File: config.mk
export PLATFORM = sky130hd
export DESIGN_NAME = counter_prog
export DESIGN_NICKNAME = d
export VERILOG_FILES = /design/src/rtl/counter_pkg.sv /design/src/rtl/counter_prescaler.sv /design/src/rtl/counter_prog.sv
export SDC_FILE = /design/constraint.sdc
export NUM_CORES = 1
export LEC_CHECK = 0
export CAP_MARGIN = 10
export CORE_MARGIN = 2
export CORE_UTILIZATION = 50
export DETAILED_ROUTE_END_ITERATION = 8
export GPL_ROUTABILITY_DRIVEN = 0
export PLACE_DENSITY = 0.82
export RECOVER_POWER = 50
export SLEW_MARGIN = 0
export SYNTH_ARGS = -nofsm -noshare
export SYNTH_HDL_FRONTEND = slang
export SYNTH_SLANG_ARGS = --single-unit
File: constraint.sdc
create_clock -name clock -period 5.1 [get_ports clock]
set_input_delay 1.02 -clock clock [delete_from_list [all_inputs] [get_ports clock]]
set_output_delay 1.02 -clock clock [all_outputs]
set_load 0.005 [all_outputs]
File: src/rtl/counter_pkg.sv
// rtl/counter_pkg.sv - shared types and constants for the programmable counter
package counter_pkg;

    localparam int unsigned PRESC_W = 8;

    typedef enum logic [1:0] {
        CNT_WRAP    = 2'd0,
        CNT_SAT     = 2'd1,
        CNT_ONESHOT = 2'd2
    } cnt_mode_e;

    typedef enum logic [1:0] {
        ST_IDLE = 2'd0,
        ST_RUN  = 2'd1,
        ST_DONE = 2'd2
    } cnt_state_e;

    // The reserved encoding falls back to wrap behaviour.
    function automatic cnt_mode_e decode_mode(input logic [1:0] raw);
        cnt_mode_e m;
        case (raw)
            2'd1:    m = CNT_SAT;
            2'd2:    m = CNT_ONESHOT;
            default: m = CNT_WRAP;
        endcase
        return m;
    endfunction

endpackage

File: src/rtl/counter_prescaler.sv
// rtl/counter_prescaler.sv - divides the step enable, one tick per div+1 enabled cycles
module counter_prescaler
    import counter_pkg::*;
(
    input  logic               clock,
    input  logic               reset,
    input  logic               clr,
    input  logic               en_in,
    input  logic [PRESC_W-1:0] div,
    output logic               tick
);

    logic [PRESC_W-1:0] cnt_q;
    logic [PRESC_W-1:0] cnt_d;

    // >= rather than == so a divider lowered mid-count still ticks promptly.
    always_comb begin
        tick  = en_in && (cnt_q >= div);
        cnt_d = cnt_q;
        if (clr) begin
            cnt_d = '0;
        end else if (en_in) begin
            cnt_d = tick ? '0 : cnt_q + PRESC_W'(1);
        end
    end

    always_ff @(posedge clock) begin
        if (reset) begin
            cnt_q <= '0;
        end else begin
            cnt_q <= cnt_d;
        end
    end

endmodule

File: src/rtl/counter_prog.sv
// rtl/counter_prog.sv - up/down counter with terminal value, load and wrap/saturate/one-shot modes; COUNTER_PRESCALE_EN adds a step prescaler
module counter_prog
    import counter_pkg::*;
#(
    parameter int unsigned       WIDTH     = 16,
    parameter logic [WIDTH-1:0]  RESET_VAL = '0
) (
    input  logic               clock,
    input  logic               reset,
    input  logic               count_en,
    input  logic               up_dn,
    input  logic               load,
    input  logic [WIDTH-1:0]   load_val,
    input  logic [WIDTH-1:0]   term_val,
    input  logic [1:0]         mode,
`ifdef COUNTER_PRESCALE_EN
    input  logic [PRESC_W-1:0] presc_div,
`endif
    input  logic               start,
    output logic [WIDTH-1:0]   count,
    output logic               count_tc,
    output logic               done
);

    logic [WIDTH-1:0] count_q;
    logic [WIDTH-1:0] count_d;
    cnt_state_e       state_q;
    cnt_state_e       state_d;
    logic             done_q;
    logic             done_d;

    cnt_mode_e        mode_e;
    logic             oneshot;
    logic             start_eff;
    logic             active;
    logic             en_eff;
    logic [WIDTH-1:0] target;
    logic             at_target;
    logic [WIDTH-1:0] preset;

    assign mode_e    = decode_mode(mode);
    assign oneshot   = (mode_e == CNT_ONESHOT);
    assign start_eff = start && oneshot;
    assign active    = !oneshot || (state_q == ST_RUN);
    assign target    = up_dn ? term_val : '0;
    assign at_target = (count_q == target);
    assign preset    = up_dn ? '0 : term_val;

`ifdef COUNTER_PRESCALE_EN
    logic presc_tick;

    counter_prescaler u_prescaler (
        .clock (clock),
        .reset (reset),
        .clr   (load || start_eff),
        .en_in (count_en),
        .div   (presc_div),
        .tick  (presc_tick)
    );

    assign en_eff = presc_tick;
`else
    assign en_eff = count_en;
`endif

    // Left combinational so a downstream counter can use it as its enable.
    assign count_tc = en_eff && active && at_target;

    always_comb begin
        count_d = count_q;
        state_d = state_q;
        done_d  = done_q;

        if (!oneshot) begin
            state_d = ST_IDLE;
            done_d  = 1'b0;
        end

        if (load) begin
            count_d = load_val;
        end else if (start_eff) begin
            count_d = preset;
            state_d = ST_RUN;
            done_d  = 1'b0;
        end else if (en_eff && active) begin
            if (!at_target) begin
                count_d = up_dn ? count_q + WIDTH'(1) : count_q - WIDTH'(1);
            end else begin
                case (mode_e)
                    CNT_SAT: begin
                        count_d = count_q;
                    end
                    CNT_ONESHOT: begin
                        state_d = ST_DONE;
                        done_d  = 1'b1;
                    end
                    default: begin
                        count_d = preset;
                    end
                endcase
            end
        end
    end

    always_ff @(posedge clock) begin
        if (reset) begin
            count_q <= RESET_VAL;
            state_q <= ST_IDLE;
            done_q  <= 1'b0;
        end else begin
            count_q <= count_d;
            state_q <= state_d;
            done_q  <= done_d;
        end
    end

    assign count = count_q;
    assign done  = done_q;

endmodule
### Yosys cells after proc, flatten, opt, wreduce, memory -nomap -nowiden

Index checks and enable logic that the tools add are counted.

* register bits: 19
* input bits: 40
* word-level logic and storage cells: 41

* add/subtract/negate cells: 2
* equal/unequal tests: 7
* multiplexer cells: 21
* reductions and logical operators: 8

Operators with widths (count)
* 2-to-1 mux 16 bit: 8
* adder 16 x 1 -> 16 bit, second input constant: 1
* equality test 16 bit: 1
* subtractor 16 x 1 -> 16 bit, second input constant: 1
* 2-to-1 mux 2 bit: 6
* equality test 2 x 1 -> 1 bit, second input constant: 3
* 2-to-1 mux 1 bit: 6
* equality test 2 bit, second input constant: 2
* inequality test 4 bit, second input constant: 1
* case mux 2 bit (2 select lines): 1
* logical AND 1 bit: 3
* nonzero test 3 bit: 1
* AND reduction 2 bit: 1
* OR reduction 2 bit: 1
* logical NOT 1 bit: 1
* logical OR 1 bit: 1

### Longest topological paths before layout

* depth after elaboration: 9
* depth in mapped cells: 13
* mapped depth without buffers: 10

### Worst setup path before layout

Ideal clock, no wire load.

* path kind: in2reg
* start point: input up_dn
* end point: register count_q[15] (netlist: count[15])
* setup time: 0.060 ns
* data arrival time: 3.875 ns
* data required time: 5.040 ns
* setup slack: 1.165 ns
* cell stages on the path: 13
* cells stage by stage: buf_6 > buf_4 > inv_1 > clkbuf_1 > ha_1 > a211oi_1 > o211ai_1 > nand2_1 > o21ai_1 > mux2i_1 > or4_1 > nand3_1 > a32o_1

* longest elaborated chain between the ends: 6

Ends and longest elaborated chain
* start, declared: line counter_prog.sv:11 `input logic up_dn,`
* 2-to-1 mux 16 bit, on equally long branches: line counter_prog.sv:45, counter_prog.sv:47
* equality test 16 bit / 2-to-1 mux 16 bit (equally long branches): line counter_prog.sv:46, counter_prog.sv:89
* 2-to-1 mux 16 bit: line counter_prog.sv:86 `if (!at_target) begin`
* 2-to-1 mux 16 bit: line counter_prog.sv:85 `end else if (en_eff && active) begin`
* 2-to-1 mux 16 bit: line counter_prog.sv:81 `end else if (start_eff) begin`
* 2-to-1 mux 16 bit: line counter_prog.sv:79 `if (load) begin`
* end signal, assigned: line counter_prog.sv:111 `count_q <= count_d;`
* end, declared: line counter_prog.sv:25 `logic [WIDTH-1:0] count_q;`

Several ways; a longest one is shown, not always the timed one. The select of a mux whose other input is x is not followed.
A chain may end at the register's enable or synchronous reset.

### Worst setup path in the final report

* start point: input up_dn
* end point: output count_tc

* longest elaborated chain between the ends: 3

Ends and longest elaborated chain
* 2-to-1 mux 16 bit: line counter_prog.sv:45 `assign target = up_dn ? term_val : '0;`
* equality test 16 bit: line counter_prog.sv:46 `assign at_target = (count_q == target);`
* logical AND 1 bit: line counter_prog.sv:67 `assign count_tc = en_eff && active && at_target;`
* end, declared: line counter_prog.sv:21 `output logic count_tc,`

No other way between the ends.

==> metrics.csv <==
metric;value;unit
n_diodes;0;
sequential share of the synthesized area;0.169;
share of layout cells above drive strength 1;0.0552;
Synth area leader;dfxtp_1;
Required @ worst endpoint;4.08;ns
Core ar.;0.00435;mm2
Post-DP Area;0.00281;mm2
router iterations before antenna repair;5;
Gate Count Post-Synth;293;
initial core utilization;0.516;
Main synth FF type;dfxtp_1;
drc violations;0;
Nets;401;
initial antenna violation count;0;
Die H;71;um
Cell Area, Synth;0.00224;mm2
I/O pin total;58;
post-synthesis net count;349;
num rows;24;
WHS Path Cells;1;
pwr/cell area;211;mW/mm2
Syn. warnings;0;
Area Growth Syn to Fin;27.3;%
Hold Path Class;reg2reg;
FFs w/ async S/R, synth;0;
via count;2494;
largest net degree at the start of global routing;30;
Die Span X;71;um
post-CTS setup buffers;0;
fmax;0.211;GHz
reported max-cap violation count;0;
Final Instance Area;0.00286;mm2
vias in the first global route;2327;
CTS max path bufs;2;
EDFF count, synth;0;
CTS clock-pin slew for the worst setup and hold paths;0.08;ns
first-pass GRT wire length;10900;um
ranking of synthesized cells by area;dfxtp_1 (17%), ha_1 (8.4%), nand2_1 (5.2%), a21oi_1 (4.5%), nand2b_1 (3.9%);
drt initial violations;236;
Remaining Overflow, GRT;0;
TritonCTS clock tree;built;
FF-to-FF path depth;10;
vias per cell;6.30;
Root Buffer;clkbuf_8;
die area;0.00504;mm2
relative slew slack;0.435;
final period utilization;0.927;
Routed Antenna Nets;0;
Clock Skew;0.00710;ns
post-CTS sizing;0;
Hold-fix buffers, CTS;0;
leakage;0.00114;uW
Synth Register Bits;19;
wirelength, routed;6450;um
drt wl/cell;16.3;um
nature of the critical path endpoint;output pin;
CP startpoint kind;input port;
Crit Path Max Fanout;13;
latest clock arrival within the worst-skew pair;0.26;ns
top-area cell type share of the netlist area;0.169;
Fin. Hold Viols;0;
# setup viols final;0;
Final TNS setup;0;ns
outcome;finished, final reports clean;
GRT Total Usage;0.265;
worst vdd ir;133;uV
Post-DP HPWL;4820;um
clk sinks;19;
H-tree depth;1;
Worst EP arrival;3.71;ns
Slew @ Worst Pin;0.841;ns
RSZ-0062 raised after global routing;false;
Final Slew Violations;0;
CTS Buf Count;3;
Port Buffers;57;
Syn Area/Cell;7.66;um2
count of cell types in the netlist;57;
crit path time final;4.73;ns
Crit Path Class;in2out;
## routing by layer
metal  GRT usage  part of all wire  vias to the layer above
met5           0                 0                        -
met4      0.0629             0.016                        0
met3      0.0271             0.077                       16
met2       0.447              0.47                      105
met1       0.365              0.43                     1160
li1            -                 -                     1213
## where the power goes
part	switching [uW]	leakage (uW)	total (uW)	internal, uW
logic	146	0.000954	301	155
registers	26.8	0.000157	190	163
clock network	57.8	0.0000255	112	54.5
total	231	0.00114	604	373
## cells by family (layout without fill, tap and decap cells)
family	Yosys count	after routing	synth area share
buffers and inverters	25	76	0.0658
AOI/OAI and AO/OA	104	104	0.326
and+or+nand+nor	105	105	0.249
DFF	19	19	0.169
adders and majority gates	16	16	0.0925
muxes	6	6	0.0268
xor gates and xnor gates	18	18	0.0702
## cells in the mapped netlist (7+ instances only)
| cell type | number |
|---|---|
| inv_1 | 9 |
| nand2_1 | 31 |
| nand3_1 | 8 |
| o21ai_0 | 12 |
| nand2b_1 | 14 |
| nor2_1 | 19 |
| clkbuf_1 | 7 |
| o21a_1 | 9 |
| a211oi_1 | 7 |
| xnor2_1 | 9 |
| a21oi_1 | 20 |
| o211ai_1 | 8 |
| dfxtp_1 | 19 |
| ha_1 | 15 |
| xor2_1 | 9 |
| nor3_1 | 8 |
## through the flow
step	worst slack (ns)	util	cells	power, uW	hold WS, ns
6_report	0.370	0.656	396	604	0.467
5_1_grt	0.165	0.656	396	646	0.480
4_1_cts	0.441	0.656	396	608	0.473
3_5_place_dp	0.448	0.646	392	495	0.453
3_3_place_gp	0.501	0.646	392	488	0.446
2_1_floorplan	1.17	-	293	388	0.435
## critical path: stages
cell and delay (ns):
dlygate4sd3_1 0.77, buf_4 0.27, buf_4 0.17, nand4b_1 0.10
o22ai_1 0.17, o22ai_1 0.10, or4_1 0.46, nor2_1 0.14
clkdlybuf4s50_1 0.51
## state kept, by name, indices dropped and copies added, names as in the netlist
| signal | count |
|---|---|
| done | 1 |
| state_q | 2 |
| count | 16 |
## layout make-up
class / instances / area [um2]
sequential: 19 / 380
fill: 390 / 1500
timing repair buffer: 63 / 616
multi-input combinational: 249 / 1720
clock buffer: 3 / 41.3
tap: 52 / 65.1
inverter: 9 / 33.8
clock inverter: 1 / 5.00
## final timing paths
kind / to / slack [ns] / from
worst max register to register: count[12] / 2.30 / count[0]
worst max-delay path: count_tc / 0.37 / up_dn
worst min register to register: state_q[1] / 0.47 / state_q[1]
worst min-delay path: state_q[1] / 0.47 / state_q[1]
## placed cells by master (no fill, tap or decap), types with 6 or more instances in the layout
| cell type | netlist | final |
|---|---|---|
| nand2b_1 | 14 | 14 |
| o21a_1 | 9 | 9 |
| a211oi_1 | 7 | 7 |
| xnor2_1 | 9 | 9 |
| buf_4 | 3 | 6 |
| o22ai_1 | 6 | 6 |
| dfxtp_1 | 19 | 19 |
| clkdlybuf4s50_1 | 0 | 39 |
| o211ai_1 | 8 | 8 |
| nor3_1 | 8 | 8 |
| a21oi_1 | 20 | 20 |
| mux2i_1 | 6 | 6 |
| nand2_1 | 31 | 31 |
| a222oi_1 | 6 | 6 |
| ha_1 | 15 | 15 |
| nor2_1 | 19 | 19 |
| nand3_1 | 8 | 8 |
| xor2_1 | 9 | 9 |
| dlygate4sd3_1 | 0 | 18 |
| inv_1 | 9 | 9 |
| o21ai_0 | 12 | 12 |
Power figures use the tool's default switching activity.
